**config.mk**
```make
export PLATFORM = sky130hd
export DESIGN_NAME = fifo_uart_tx_drain
export DESIGN_NICKNAME = d
export VERILOG_FILES = /design/src/rtl/fifo_uart_pkg.sv /design/src/rtl/uart_parity_calc.sv /design/src/rtl/fifo_uart_tx_drain.sv
export SDC_FILE = /design/constraint.sdc
export NUM_CORES = 1
export LEC_CHECK = 0
export ABC_AREA = 1
export CAP_MARGIN = 20
export CORE_AREA = 2 2 87 47
export DETAILED_ROUTE_END_ITERATION = 8
export DIE_AREA = 0 0 89 49
export GPL_TIMING_DRIVEN = 0
export HOLD_SLACK_MARGIN = 0.02
export PLACE_DENSITY = 0.65
export SYNTH_ARGS = -nofsm -noshare
export SYNTH_HDL_FRONTEND = slang
export SYNTH_SLANG_ARGS = --single-unit
```
**constraint.sdc**
```tcl
create_clock -name CLK -period 1.5 [get_ports CLK]
set_input_delay 0.15 -clock CLK [delete_from_list [all_inputs] [get_ports CLK]]
set_output_delay 0.15 -clock CLK [all_outputs]
set_load 0.02 [all_outputs]
```
**src/rtl/fifo_uart_pkg.sv**
```systemverilog
// Shared encodings for the FIFO-drain UART transmitter:
// FSM state codes, parity-type codes and line levels.
package fifo_uart_pkg;

    localparam logic [2:0] ST_IDLE   = 3'd0;
    localparam logic [2:0] ST_START  = 3'd1;
    localparam logic [2:0] ST_DATA   = 3'd2;
    localparam logic [2:0] ST_PARITY = 3'd3;
    localparam logic [2:0] ST_STOP   = 3'd4;

    typedef enum logic [2:0] {
        IDLE   = ST_IDLE,
        START  = ST_START,
        DATA   = ST_DATA,
        PARITY = ST_PARITY,
        STOP   = ST_STOP
    } tx_state_t;

    localparam logic PAR_EVEN = 1'b0;
    localparam logic PAR_ODD  = 1'b1;

    localparam logic START_BIT  = 1'b0;
    localparam logic STOP_BIT   = 1'b1;
    localparam logic IDLE_LEVEL = 1'b1;

endpackage

```
**src/rtl/uart_parity_calc.sv**
```systemverilog
// Combinational UART parity bit for a data word.
// Ports: data (word), par_typ (0 even / 1 odd), parity (bit to send).
module uart_parity_calc
    import fifo_uart_pkg::*;
#(
    parameter int DATA_WIDTH = 8
) (
    input  logic [DATA_WIDTH-1:0] data,
    input  logic                  par_typ,
    output logic                  parity
);

    logic ones_odd;

    assign ones_odd = ^data;

    always_comb begin
        parity = ones_odd;
        unique case (par_typ)
            PAR_EVEN: parity = ones_odd;
            PAR_ODD:  parity = ~ones_odd;
            default:  parity = ones_odd;
        endcase
    end

endmodule

```
**src/rtl/fifo_uart_tx_drain.sv**
```systemverilog
// Drains an async FIFO read side and sends each word as a UART frame
// (start, LSB-first data, optional parity, stop), one bit per CLK.
// Ports: CLK/RST (sync, active-low), FIFO_EMPTY, FIFO_RD_DATA,
//   PAR_EN, PAR_TYP in; FIFO_RD_INC, TX_OUT, BUSY out (registered).
// Optional macro TX_DRAIN_FRAME_CNT_EN adds FRAME_CNT[15:0].
module fifo_uart_tx_drain
    import fifo_uart_pkg::*;
#(
    parameter int DATA_WIDTH = 8
) (
    input  logic                  CLK,
    input  logic                  RST,
    input  logic                  FIFO_EMPTY,
    input  logic [DATA_WIDTH-1:0] FIFO_RD_DATA,
    input  logic                  PAR_EN,
    input  logic                  PAR_TYP,
    output logic                  FIFO_RD_INC,
    output logic                  TX_OUT,
    output logic                  BUSY
`ifdef TX_DRAIN_FRAME_CNT_EN
    ,
    output logic [15:0]           FRAME_CNT
`endif
);

    localparam int CNT_W =
        (DATA_WIDTH > 1) ? $clog2(DATA_WIDTH) : 1;
    localparam logic [CNT_W-1:0] LAST_BIT =
        CNT_W'(DATA_WIDTH - 1);

    tx_state_t             state_q;
    tx_state_t             state_d;
    logic [DATA_WIDTH-1:0] shift_q;
    logic [DATA_WIDTH-1:0] word_q;
    logic [CNT_W-1:0]      bit_cnt_q;
    logic                  par_en_q;
    logic                  par_typ_q;
    logic                  pop;
    logic                  par_bit;
    logic                  tx_d;
    logic                  busy_d;

    // Parity comes from the frame copy, not the shifting register.
    uart_parity_calc #(
        .DATA_WIDTH (DATA_WIDTH)
    ) u_parity (
        .data    (word_q),
        .par_typ (par_typ_q),
        .parity  (par_bit)
    );

    always_comb begin
        pop     = 1'b0;
        state_d = state_q;
        unique case (state_q)
            IDLE: begin
                if (!FIFO_EMPTY) begin
                    pop     = 1'b1;
                    state_d = START;
                end
            end
            START: state_d = DATA;
            DATA: begin
                if (bit_cnt_q == LAST_BIT) begin
                    state_d = par_en_q ? PARITY : STOP;
                end
            end
            PARITY: state_d = STOP;
            STOP: begin
                // Chain the next frame with no idle gap.
                if (!FIFO_EMPTY) begin
                    pop     = 1'b1;
                    state_d = START;
                end else begin
                    state_d = IDLE;
                end
            end
            default: state_d = IDLE;
        endcase
    end

    // Outputs are registered, so they are decoded from the
    // state being entered rather than the current one.
    always_comb begin
        tx_d   = IDLE_LEVEL;
        busy_d = 1'b1;
        unique case (state_d)
            IDLE:    busy_d = 1'b0;
            START:   tx_d   = START_BIT;
            DATA:    tx_d   = shift_q[0];
            PARITY:  tx_d   = par_bit;
            STOP:    tx_d   = STOP_BIT;
            default: busy_d = 1'b0;
        endcase
    end

    always_ff @(posedge CLK) begin
        if (!RST) begin
            state_q     <= IDLE;
            shift_q     <= '0;
            word_q      <= '0;
            bit_cnt_q   <= '0;
            par_en_q    <= 1'b0;
            par_typ_q   <= 1'b0;
            TX_OUT      <= IDLE_LEVEL;
            BUSY        <= 1'b0;
            FIFO_RD_INC <= 1'b0;
        end else begin
            state_q     <= state_d;
            TX_OUT      <= tx_d;
            BUSY        <= busy_d;
            FIFO_RD_INC <= pop;
            if (pop) begin
                shift_q   <= FIFO_RD_DATA;
                word_q    <= FIFO_RD_DATA;
                par_en_q  <= PAR_EN;
                par_typ_q <= PAR_TYP;
            end else if (state_d == DATA) begin
                shift_q <= shift_q >> 1;
            end
            if (state_d == DATA && state_q == DATA) begin
                bit_cnt_q <= bit_cnt_q + 1'b1;
            end else begin
                bit_cnt_q <= '0;
            end
        end
    end

`ifdef TX_DRAIN_FRAME_CNT_EN
    // Counts frames whose STOP cycle ran to completion.
    always_ff @(posedge CLK) begin
        if (!RST) begin
            FRAME_CNT <= '0;
        end else if (state_q == STOP) begin
            FRAME_CNT <= FRAME_CNT + 16'd1;
        end
    end
`endif

endmodule

```
==> metrics.md, run 1 <==
| Metric | Value |
|---|---|
| Layout area overhead | 25.35% |
| Tcrit/Tclk final | 96.82% |
| Layout cells sized above 1 | 27.98% |
| Slew @ Worst Pin | 0.6699 ns |
| Largest net degree at the start of global routing | 15 |
| Minimum clock period | 1.452 ns |
| Synthesized flop and latch total | 27 |
| H-tree depth | 1 |
| R2r worst-path depth | 9 |
| 1st-iter DRT viols | 34 |
| Total GRT Usage | 14.96% |
| Syn Nets | 210 |
| Peak VDD IR | 357.6 uV |
| Fill count | 379 |
| Clk pin slew, worst setup/hold paths | 0.09 ns |
| Core Area | 3684 sq um |
| HPWL after DPL | 2.200 mm |
| Total Power | 0.001651 W |
| Post-synthesis mux area share | 0% |
| Hold Crit Class | register to register |
| First-pass GRT wire length | 5.099 mm |
| Die area | 4361 sq um |
| Compound-gate portion of the synthesized area | 13.07% |
| M3 GR Usage | 4.230% |
| Clock Sinks | 27 |
| Slew margin rel. | 55.34% |
| Pre-CTS setup slack | -0.03899 ns |
| RePlAce Congestion | 0.8030 |
| Number of global-route vias before repair | 1,103 |
| Routed wire per std cell | 11.51 microns |
| Syn Std Cell Area | 1436 sq um |
| Min setup slack post-route | 0.04769 ns |
| Max_cap viols | 0 |
| Largest family of logic cells by synthesized area | simple AND/OR/NAND/NOR gates |
| GR peak layer | met1 |
| Worst EP required | 1.70 ns |
| TritonCTS Buffers | 3 |
| Critical Path AT | 1.66 ns |
| Crit start category | register |
| Yosys top cell area share | 37.63% |
| Post-synth top area cell | dfxtp_1 |
| Endpoints failing hold | 0 |
| Critical path's most frequent cell | ha_4 |
| CTS Buffer Depth | 2 |
| CP Capture Type | register |
| Slew Viols, Final | 0 |
| Initial antenna violation count | 0 |
| Routed WL | 3.131 mm |
| Achievable frequency | 688.6 MHz |
| Cells after Synth | 195 |
| DRC | 0 |
| PwrDens | 917.2 nW/um^2 |
| CP Class | register to register |
| # port buffers | 15 |
| Die Span X | 89 microns |
| Status | completed |
| RSZ-0062 raised after global routing | true |
| Reg area | 541.8 sq um |
| Hold Path Stages | 1 |
| Setup TNS | 0 ns |
| Max stage delay on crit path | 0.34 ns |
| Leakage | 0.7436 nW |
| Post-synth EDFFs | 0 |
| R2R setup slack | 0.05 ns |
| Final layout net count | 234 |
| Cts-stage hold buffer count | 0 |
| Hold Path Sink | bit_cnt_q[0] |
| CP cell instances | ha_4, ha_4, inv_4, nor2_4, a21oi_4, nand2_4, nand2_8, nand2_2, a21oi_2 |
| Crit-path slowest cell | dfxtp_2 |
| Post-Synth Simple-Gate Area | 36.24% |
| N_diodes | 0 |
| HP Start | bit_cnt_q[0] |
| Crit path max fanout | 7 |
| Syn_area_per_cell | 7.366 sq um |
| Antenna Violating Nets Remaining | 0 |
| RR Endpoint | shift_q[4] |
| Remaining Overflow, GRT | 0 |
| Asr flop ratio synth | 0% |
| TritonCTS clock tree | yes |
| Sequential element share of the synthesized area | 37.63% |
| Die Ht | 49 microns |
| Hold slack | 0.4389 ns |
| Ys flop type | dfxtp_1 |
| Synth unique cells | 26 |
| Xor and xnor area share after synthesis | 0.6098% |
| Multi-input logic area | 813.3 sq um |
| Detailed-router iteration count before antenna repair | 4 |
| Root buffer cell | clkbuf_8 |
| Vias per inst | 4.463 |
| # setup viols final | 0 |
| Post-Synth Adder-Cell Area | 1.742% |
| M2 GR Usage | 20.52% |
| # IOs | 16 |
| Rows | 16 |
| Clk_lat worst skew | 0.27 ns |
| R2R Path Start | bit_cnt_q[0] |
| Top post-synthesis cells by area | dfxtp_1 38%, nand2_1 16%, a21oi_2 10% |
| Via Count | 1,214 |
| Starting Density | 38.99% |
| Synth warn | 0 |
| Layout Skew | 0.001536 ns |
| Met1 Use GR | 23.37% |
-- cells in the mapped netlist (2+ instances only) --
cell type  instances
inv_2              3
nand3_1           12
a21oi_2           17
nand2_2           14
dfxtp_1           27
nand2_4            2
buf_12             2
o21ai_0            2
nor2_2             2
ha_1               2
inv_1             18
nand2_1           63
a21oi_1            2
nor2_1            17
-- power by group --
group	switching [W]	internal [W]	leakage [nW]	total, W
sequential	0.0000379	0.000763	0.222	0.000801
clock	0.000224	0.000190	0.0228	0.000414
combinational	0.000250	0.000186	0.499	0.000436
total	0.000512	0.00114	0.744	0.00165
-- worst max path at each step --
stage,start,to,slack [ns],cells after the start
final,bit_cnt_q[0],shift_q[4],0.05,9
after global routing,bit_cnt_q[0],shift_q[5],-0.02,9
after CTS,bit_cnt_q[0],shift_q[4],0.02,9
after detailed placement,bit_cnt_q[0],shift_q[4],-0.04,9
after global placement,RST,state_q[0],-0.04,4
after floorplan,bit_cnt_q[0],shift_q[2],0.14,9
-- metrics by stage --
| stage | cell area [sq um] | instances | util, % |
|---|---|---|---|
| floorplan | 1436 | 195 | - |
| global placement | 1654 | 264 | 44.90 |
| detailed placement | 1654 | 264 | 44.90 |
| CTS | 1764 | 271 | 47.89 |
| global route | 1800 | 272 | 48.88 |
| finish | 1800 | 272 | 48.88 |
-- registers in the layout (all words and copies together) (netlist names) --
register / count
TX_OUT: 1
FIFO_RD_INC: 1
bit_cnt_q: 3
state_q: 3
shift_q: 8
BUSY: 1
word_q: 8
par_typ_q: 1
par_en_q: 1
-- routing by layer --
layer / vias up / routed length [microns]
li1: 652 / -
met1: 536 / 1816
met2: 24 / 1135
met3: 2 / 166
met4: 0 / 12
met5: - / 0
-- worst max-delay path, delay by kind of cell (launching register included) --
family          cells  cell delay [ns]
compound gates      2             0.31
buf+inv             1             0.05
simple gates        4             0.34
flops               1             0.34
fa+ha+maj           2             0.33
-- layout by cell type (no fill, tap or decap), types with 2 or more instances in the layout --
cell / count
inv_2: 3
clkbuf_1: 2
clkdlybuf4s50_1: 15
nor2_2: 2
nor2_1: 14
nand2_4: 3
ha_4: 2
inv_1: 17
o21ai_0: 2
buf_4: 4
a21oi_2: 16
nand3_1: 12
nand2_1: 61
a21oi_1: 2
dfxtp_1: 26
nor2_4: 4
nand2_2: 16
buf_12: 2
clkbuf_8: 3
-- kinds of logic after synthesis --
kind of cell    after synthesis
compound gates               24
xor+xnor                      1
fa+ha+maj                     2
buf+inv                      28
flops                        27
simple gates                113
-- timing repair --
item | CTS | global route
endpoints found under the setup margin | 11 | 13
pin swaps | 5 | 7
hold endpoints to repair | 0 | 0
setup buffers | 2 | 1
gates cloned | 1 | 0
gates resized for setup | 9 | 9
-- layout make-up --
type / count / share of cell area, %
timing repair buffer: 18 / 9.590
sequential: 27 / 30.09
buffer: 6 / 3.892
tap: 54 / 3.753
inverter: 22 / 5.003
multi-input combinational: 141 / 45.17
clock buffer: 4 / 2.502
Power figures use the tool's default switching activity.
==> run 2: changes to the inputs <==
--- a/config.mk
+++ b/config.mk
@@ -13,6 +13,7 @@
 export GPL_TIMING_DRIVEN = 0
 export HOLD_SLACK_MARGIN = 0.02
 export PLACE_DENSITY = 0.65
+export RECOVER_POWER = 50
 export SYNTH_ARGS = -nofsm -noshare
 export SYNTH_HDL_FRONTEND = slang
 export SYNTH_SLANG_ARGS = --single-unit
==> results of run 2 <==
Final layout, timing and power as in run 1 (identical DEF).
